==> src/rtl/sdram_arb_pkg.sv <==
// Shared types and helpers for the SDRAM port arbiter: FSM states, bus widths
// and the round-robin eligible-requester search.
package sdram_arb_pkg;

   localparam int ADDR_W = 32;
   localparam int DATA_W = 32;

   typedef enum logic [0:0] {
      IDLE  = 1'b0,
      GRANT = 1'b1
   } arb_state_e;

   // Walks the candidates from the farthest to the nearest so the requester
   // closest to the start pointer is the one left in pick.
   function automatic logic [1:0] next_eligible(input logic [3:0] elig,
                                                input int start,
                                                input int n_req);
      logic [1:0] pick;
      int         idx;
      pick = 2'd0;
      for (int k = 3; k >= 0; k--) begin
         if (k < n_req) begin
            idx = (start + k) % n_req;
            if (elig[idx]) begin
               pick = idx[1:0];
            end
         end
      end
      return pick;
   endfunction

endpackage

==> src/rtl/sdram_arb_tag_fifo.sv <==
// Tag FIFO recording which requester owns each outstanding SDRAM read, so read
// data can be routed back in issue order. DEPTH must be a power of two (>= 2).
module sdram_arb_tag_fifo
   import sdram_arb_pkg::*;
#(
   parameter int DEPTH = 4,
   parameter int TAG_W = 1
) (
   input  logic             clk,
   input  logic             rst,
   input  logic             push,
   input  logic [TAG_W-1:0] push_tag,
   input  logic             pop,
   output logic             full,
   output logic             empty,
   output logic [TAG_W-1:0] head
);

   localparam int PTR_W = $clog2(DEPTH);
   localparam int CNT_W = $clog2(DEPTH) + 1;

   logic [TAG_W-1:0] mem [DEPTH];
   logic [PTR_W-1:0] wr_ptr;
   logic [PTR_W-1:0] rd_ptr;
   logic [CNT_W-1:0] count;
   logic             do_push;
   logic             do_pop;

   assign full    = (count == CNT_W'(DEPTH));
   assign empty   = (count == '0);
   assign head    = mem[rd_ptr];
   assign do_push = push && !full;
   assign do_pop  = pop && !empty;

   // Pointers wrap naturally at DEPTH; a simultaneous push and pop leaves count alone.
   always_ff @(posedge clk) begin
      if (rst) begin
         wr_ptr <= '0;
         rd_ptr <= '0;
         count  <= '0;
      end else begin
         if (do_push) begin
            wr_ptr <= wr_ptr + 1'b1;
         end
         if (do_pop) begin
            rd_ptr <= rd_ptr + 1'b1;
         end
         case ({do_push, do_pop})
            2'b10:   count <= count + 1'b1;
            2'b01:   count <= count - 1'b1;
            default: count <= count;
         endcase
      end
   end

   always_ff @(posedge clk) begin
      if (do_push) begin
         mem[wr_ptr] <= push_tag;
      end
   end

endmodule

==> src/rtl/sdram_arbiter.sv <==
// Round-robin arbiter sharing one SDRAM Avalon-MM port between N_REQ masters.
// Define SDRAM_ARB_FIXED_PRI_EN for fixed priority (requester 0 highest).
module sdram_arbiter
   import sdram_arb_pkg::*;
#(
   parameter int N_REQ     = 2,
   parameter int TAG_DEPTH = 4
) (
   input  logic                    clk,
   input  logic                    rst,
   input  logic [N_REQ*ADDR_W-1:0] req_address,
   input  logic [N_REQ-1:0]        req_read,
   input  logic [N_REQ-1:0]        req_write,
   input  logic [N_REQ*DATA_W-1:0] req_writedata,
   output logic [N_REQ-1:0]        req_waitrequest,
   output logic [N_REQ*DATA_W-1:0] req_readdata,
   output logic [N_REQ-1:0]        req_readdatavalid,
   input  logic                    m_waitrequest,
   output logic [ADDR_W-1:0]       m_address,
   output logic                    m_read,
   output logic                    m_write,
   output logic [DATA_W-1:0]       m_writedata,
   input  logic [DATA_W-1:0]       m_readdata,
   input  logic                    m_readdatavalid,
   output logic                    rsp_orphan
);

   localparam int TAG_W = (N_REQ > 1) ? $clog2(N_REQ) : 1;
   localparam logic [TAG_W-1:0] LAST_IDX = TAG_W'(N_REQ - 1);

   logic [0:0]       state;
   logic [TAG_W-1:0] grant_idx;
   logic [N_REQ-1:0] elig;
   logic [3:0]       elig_pad;
   logic             any_elig;
   logic [TAG_W-1:0] pick;
   logic             accept;
   logic             grant_active;
   logic             fifo_full;
   logic             fifo_empty;
   logic             tag_push;
   logic             tag_pop;
   logic [TAG_W-1:0] head_tag;
`ifndef SDRAM_ARB_FIXED_PRI_EN
   logic [TAG_W-1:0] rr_ptr;
`endif

   // A read only competes while there is room to remember who issued it.
   always_comb begin
      elig     = req_write | (req_read & {N_REQ{~fifo_full}});
      elig_pad = '0;
      elig_pad[N_REQ-1:0] = elig;
      any_elig = |elig;
`ifdef SDRAM_ARB_FIXED_PRI_EN
      pick = TAG_W'(next_eligible(elig_pad, 0, N_REQ));
`else
      pick = TAG_W'(next_eligible(elig_pad, int'(rr_ptr), N_REQ));
`endif
   end

   assign accept       = (state == GRANT) && (m_read || m_write) && !m_waitrequest;
   assign grant_active = req_read[grant_idx] || req_write[grant_idx];
   assign tag_push     = accept && m_read;
   assign tag_pop      = m_readdatavalid && !fifo_empty;

   always_comb begin
      req_waitrequest = '1;
      if (state == GRANT) begin
         req_waitrequest[grant_idx] = m_waitrequest;
      end
   end

   // Write beats read when a requester asserts both, so no tag is taken for it.
   always_ff @(posedge clk) begin
      if (rst) begin
         state       <= IDLE;
         grant_idx   <= '0;
         m_address   <= '0;
         m_writedata <= '0;
         m_read      <= 1'b0;
         m_write     <= 1'b0;
`ifndef SDRAM_ARB_FIXED_PRI_EN
         rr_ptr      <= '0;
`endif
      end else begin
         case (state)
            IDLE: begin
               if (any_elig) begin
                  state       <= GRANT;
                  grant_idx   <= pick;
                  m_address   <= req_address[ADDR_W*int'(pick) +: ADDR_W];
                  m_writedata <= req_writedata[DATA_W*int'(pick) +: DATA_W];
                  m_write     <= req_write[pick];
                  m_read      <= req_read[pick] && !req_write[pick];
               end
            end
            GRANT: begin
               if (accept) begin
                  state   <= IDLE;
                  m_read  <= 1'b0;
                  m_write <= 1'b0;
`ifndef SDRAM_ARB_FIXED_PRI_EN
                  rr_ptr  <= (grant_idx == LAST_IDX) ? '0 : grant_idx + 1'b1;
`endif
               end else if (!grant_active) begin
                  state   <= IDLE;
                  m_read  <= 1'b0;
                  m_write <= 1'b0;
               end
            end
            default: state <= IDLE;
         endcase
      end
   end

   // Read data goes to the oldest tag; data with no tag behind it is flagged.
   always_ff @(posedge clk) begin
      if (rst) begin
         req_readdata      <= '0;
         req_readdatavalid <= '0;
         rsp_orphan        <= 1'b0;
      end else begin
         req_readdatavalid <= '0;
         if (m_readdatavalid) begin
            if (!fifo_empty) begin
               req_readdatavalid[head_tag]                   <= 1'b1;
               req_readdata[DATA_W*int'(head_tag) +: DATA_W] <= m_readdata;
            end else begin
               rsp_orphan <= 1'b1;
            end
         end
      end
   end

   sdram_arb_tag_fifo #(
      .DEPTH (TAG_DEPTH),
      .TAG_W (TAG_W)
   ) u_tag_fifo (
      .clk      (clk),
      .rst      (rst),
      .push     (tag_push),
      .push_tag (grant_idx),
      .pop      (tag_pop),
      .full     (fifo_full),
      .empty    (fifo_empty),
      .head     (head_tag)
   );

endmodule

==> config.mk <==
export PLATFORM = sky130hd
export DESIGN_NAME = sdram_arbiter
export DESIGN_NICKNAME = d
export VERILOG_FILES = /design/src/rtl/sdram_arb_pkg.sv /design/src/rtl/sdram_arb_tag_fifo.sv /design/src/rtl/sdram_arbiter.sv
export SDC_FILE = /design/constraint.sdc
export NUM_CORES = 1
export LEC_CHECK = 0
export ABC_AREA = 1
export BUFFER_PORTS_ARGS = -buffer_cell sky130_fd_sc_hd__buf_2
export CAP_MARGIN = 20
export CORE_MARGIN = 8
export CORE_UTILIZATION = 40
export CTS_CLUSTER_DIAMETER = 30
export DETAILED_ROUTE_END_ITERATION = 10
export PLACE_DENSITY = 0.7
export SLEW_MARGIN = 5
export SYNTH_ARGS = -nofsm -noshare
export SYNTH_HDL_FRONTEND = slang
export SYNTH_HIERARCHICAL = 1
export SYNTH_SLANG_ARGS = --single-unit
==> constraint.sdc <==
create_clock -name clk -period 2.3 [get_ports clk]
set_input_delay 0.115 -clock clk [delete_from_list [all_inputs] [get_ports clk]]
set_output_delay 0.115 -clock clk [all_outputs]
set_load 0.02 [all_outputs]
==> results.cfg <==
[status]
status = completed

[logic_synthesis]
synth_area_per_cell_um2 = 6.73
synth_cells = 977
synthesis.area_mm2 = 0.00657
yosysWarnings = 6
yosysTopAreaCellShare_pct = 44.2
ys_ff_latch = 149
ys_seq_area_share_pct = 46.0
yosysTopAreaCell = dfxtp_1
syn-num-nets = 1151
synthDistinctLibCells = 25
synthTopCellsByArea = dfxtp_1, nand2_1, nand3_1

[clocking]
numCtsBuffers = 17
cts_tree = done
clock-sinks = 149
cts_buffer_depth = 2
clock_latency_ns = 0.42
clk_pin_slew_worst_paths_ns = 0.06
htree_num_levels = 4
cts-root-buf = clkbuf_16

[worst_setup_path]
rrSetupSlack_ns = 0.15
crit_path_cell_trace = inv_2, nand3_4, inv_2, o21ai_4, nor2_2, nor2_4, buf_12, nand3_1, dlygate4sd3_1, nand2_1, inv_1
cp_slowest_stage_delay_ns = 0.58
critPathTopFamily = buffers and inverters
crit_start = u_tag_fifo/count[0]
worst_r2r_startpoint = u_tag_fifo/count[0]
cp_slowest_cell = dlygate4sd3_1
cp.required_ns = 2.62
critPathKind = flop to flop
crit_fanout = 39
cp-end-kind = flop
crit_buf_inv = 5
cpMostUsedCell = inv_2
start_kind = flop
ff2ff_path_depth = 11
crit_cells = 11
cp.arrival_ns = 2.46

[pwr]
leakage_nw = 5.34
vdd_drop_max_uv = 465
p_per_area_mw_per_mm2 = 694

[timing]
min_period_ns = 2.15
hold_violations = 0
fmax_mhz = 466
max-slew-margin-rel_pct = 57.2
whs_ns = 0.0166
setup_viol = 0
fin_crit_sh_pct = 93.3
worst_slack_ns = 0.153
skew_ns = 0.0102
tns_ns = 0
rsz0062_at_grt = no
slew_viol_final = 0
worst_slew_pin_slew_ns = 0.643

[global_route]
grt.overflow.total = 0
grt_pass1_vias = 7607
grt_max_degree = 69
grt_usage_pct = 22.4
antenna_found_initial = 0
grt_pass1_wl_mm = 37.1

[routing]
drtAntennaViolNets = 0
drt_iter0_drc = 462
drc = 0
viasPerCell = 4.79
routedWlPerCell_um = 14.8
firstDrtPassIters = 5
vias = 7760
wl_mm = 24.0

[min_path]
min_from = req_address[19]
worstHoldPathType = primary input to flop
hold-path-cell-count = 5

[place]
hpwl_mm = 15.3
io_buffer_count = 302
pre_cts_ws_ns = 0.261
place_congestion = 0.819

[finish]
final_nets = 1559
multi_input_area_mm2 = 0.00292
layout_commonest_cell = buf_2
regArea_mm2 = 0.00302
drive_gt1_share_pct = 26.5
n_fill_cell = 1390
final_cell_mix = buf_2, nand2_1, nor2_1
area_growth_pct = 56.4

[floorplan]
die_area_mm2 = 0.0208
start_util_pct = 40.2
num_rows = 47
io_pins = 303
die_h_um = 144
die_w_um = 144
core_mm2 = 0.0163

[flow_run]
maxCapViolCount = 0
cells by family after synthesis:
group / synth area share, %
adder cells (fa/ha/maj): 1.26
flip-flops: 46.0
AND/OR/NAND/NOR: 36.1
buffers and inverters: 9.96
AO/OA/AOI/OAI: 6.65
worst register-to-register path, stage by stage (launching register included):
cell           delay (ns)
dfxtp_1              0.36
inv_2                0.08
nand3_4              0.10
inv_2                0.08
o21ai_4              0.21
nor2_2               0.08
nor2_4               0.12
buf_12               0.22
nand3_1              0.12
dlygate4sd3_1        0.58
nand2_1              0.07
inv_1                0.03
cell usage after synthesis:
master / number
a211oi_1: 1
a21oi_1: 77
buf_1: 4
buf_2: 28
buf_4: 4
buf_6: 1
clkbuf_1: 26
dfxtp_1: 145
edfxtp_1: 4
fa_1: 1
ha_1: 5
inv_1: 88
inv_2: 8
nand2_1: 284
nand3_1: 136
nand3_2: 1
nand3_4: 1
nand3b_1: 1
nand4_1: 2
nor2_1: 150
nor2_2: 1
nor2_4: 1
o21ai_0: 5
o21ai_1: 2
o21ai_2: 1
state kept, by name, summed over array words and instances, names as in the netlist, named ones only:
signal,cells
req_readdata,64
m_address,32
m_writedata,32
u_tag_fifo/mem,4
u_tag_fifo/count,3
req_readdatavalid,2
u_tag_fifo/rd_ptr,2
u_tag_fifo/wr_ptr,2
grant_idx,1
m_read,1
m_write,1
rr_ptr,1
rsp_orphan,1
state,1
path summary, 6_finish.rpt:
kind / endpoint
max: m_address[17]
min: m_address[19]
max reg2reg: m_address[17]
min reg2reg: req_readdata[19]
layer usage:
metal | share of wire, % | wire, um | GRT usage, % | vias to the layer above
met3 | 12 | 2820 | 8.32 | 50
met4 | 2.6 | 620 | 9.75 | 0
met2 | 47 | 11300 | 37.9 | 382
met5 | 0 | 0 | 0 | -
li1 | - | - | - | 3867
met1 | 39 | 9260 | 24.8 | 3461
power by group:
group | internal [mW] | switching, mW | leakage [nW]
Clock | 1.77 | 1.21 | 0.314
Combinational | 0.573 | 0.773 | 3.80
Sequential | 2.73 | 0.0766 | 1.22
Total | 5.07 | 2.06 | 5.34
stage by stage:
stage               area [um^2]  cells  total power, mW  util (%)
floorplan                  6570    977             3.54         -
global placement           8300   1454             3.98      50.8
CTS                       10300   1618             7.16      62.8
global route              10300   1618             7.46      62.9
finish                    10300   1620             7.13      62.9
detailed placement         8300   1454             4.00      50.8
timing repair:
item	in CTS	in global routing
hold endpoints to repair	120	0
gates resized for setup	0	6
endpoints found under the setup margin	0	4
setup buffers	0	0
hold buffers	132	0
final cells by class:
type | count | share of cell area (%)
Clock inverter | 15 | 2.04
Timing Repair Buffer | 452 | 29.7
Tap cell | 220 | 2.68
Inverter | 96 | 3.55
Multi-Input combinational cell | 669 | 28.4
Clock buffer | 17 | 4.14
Antenna cell | 2 | 0.0487
Sequential cell | 149 | 29.4
Note: power is estimated with default switching activity, not from simulation.
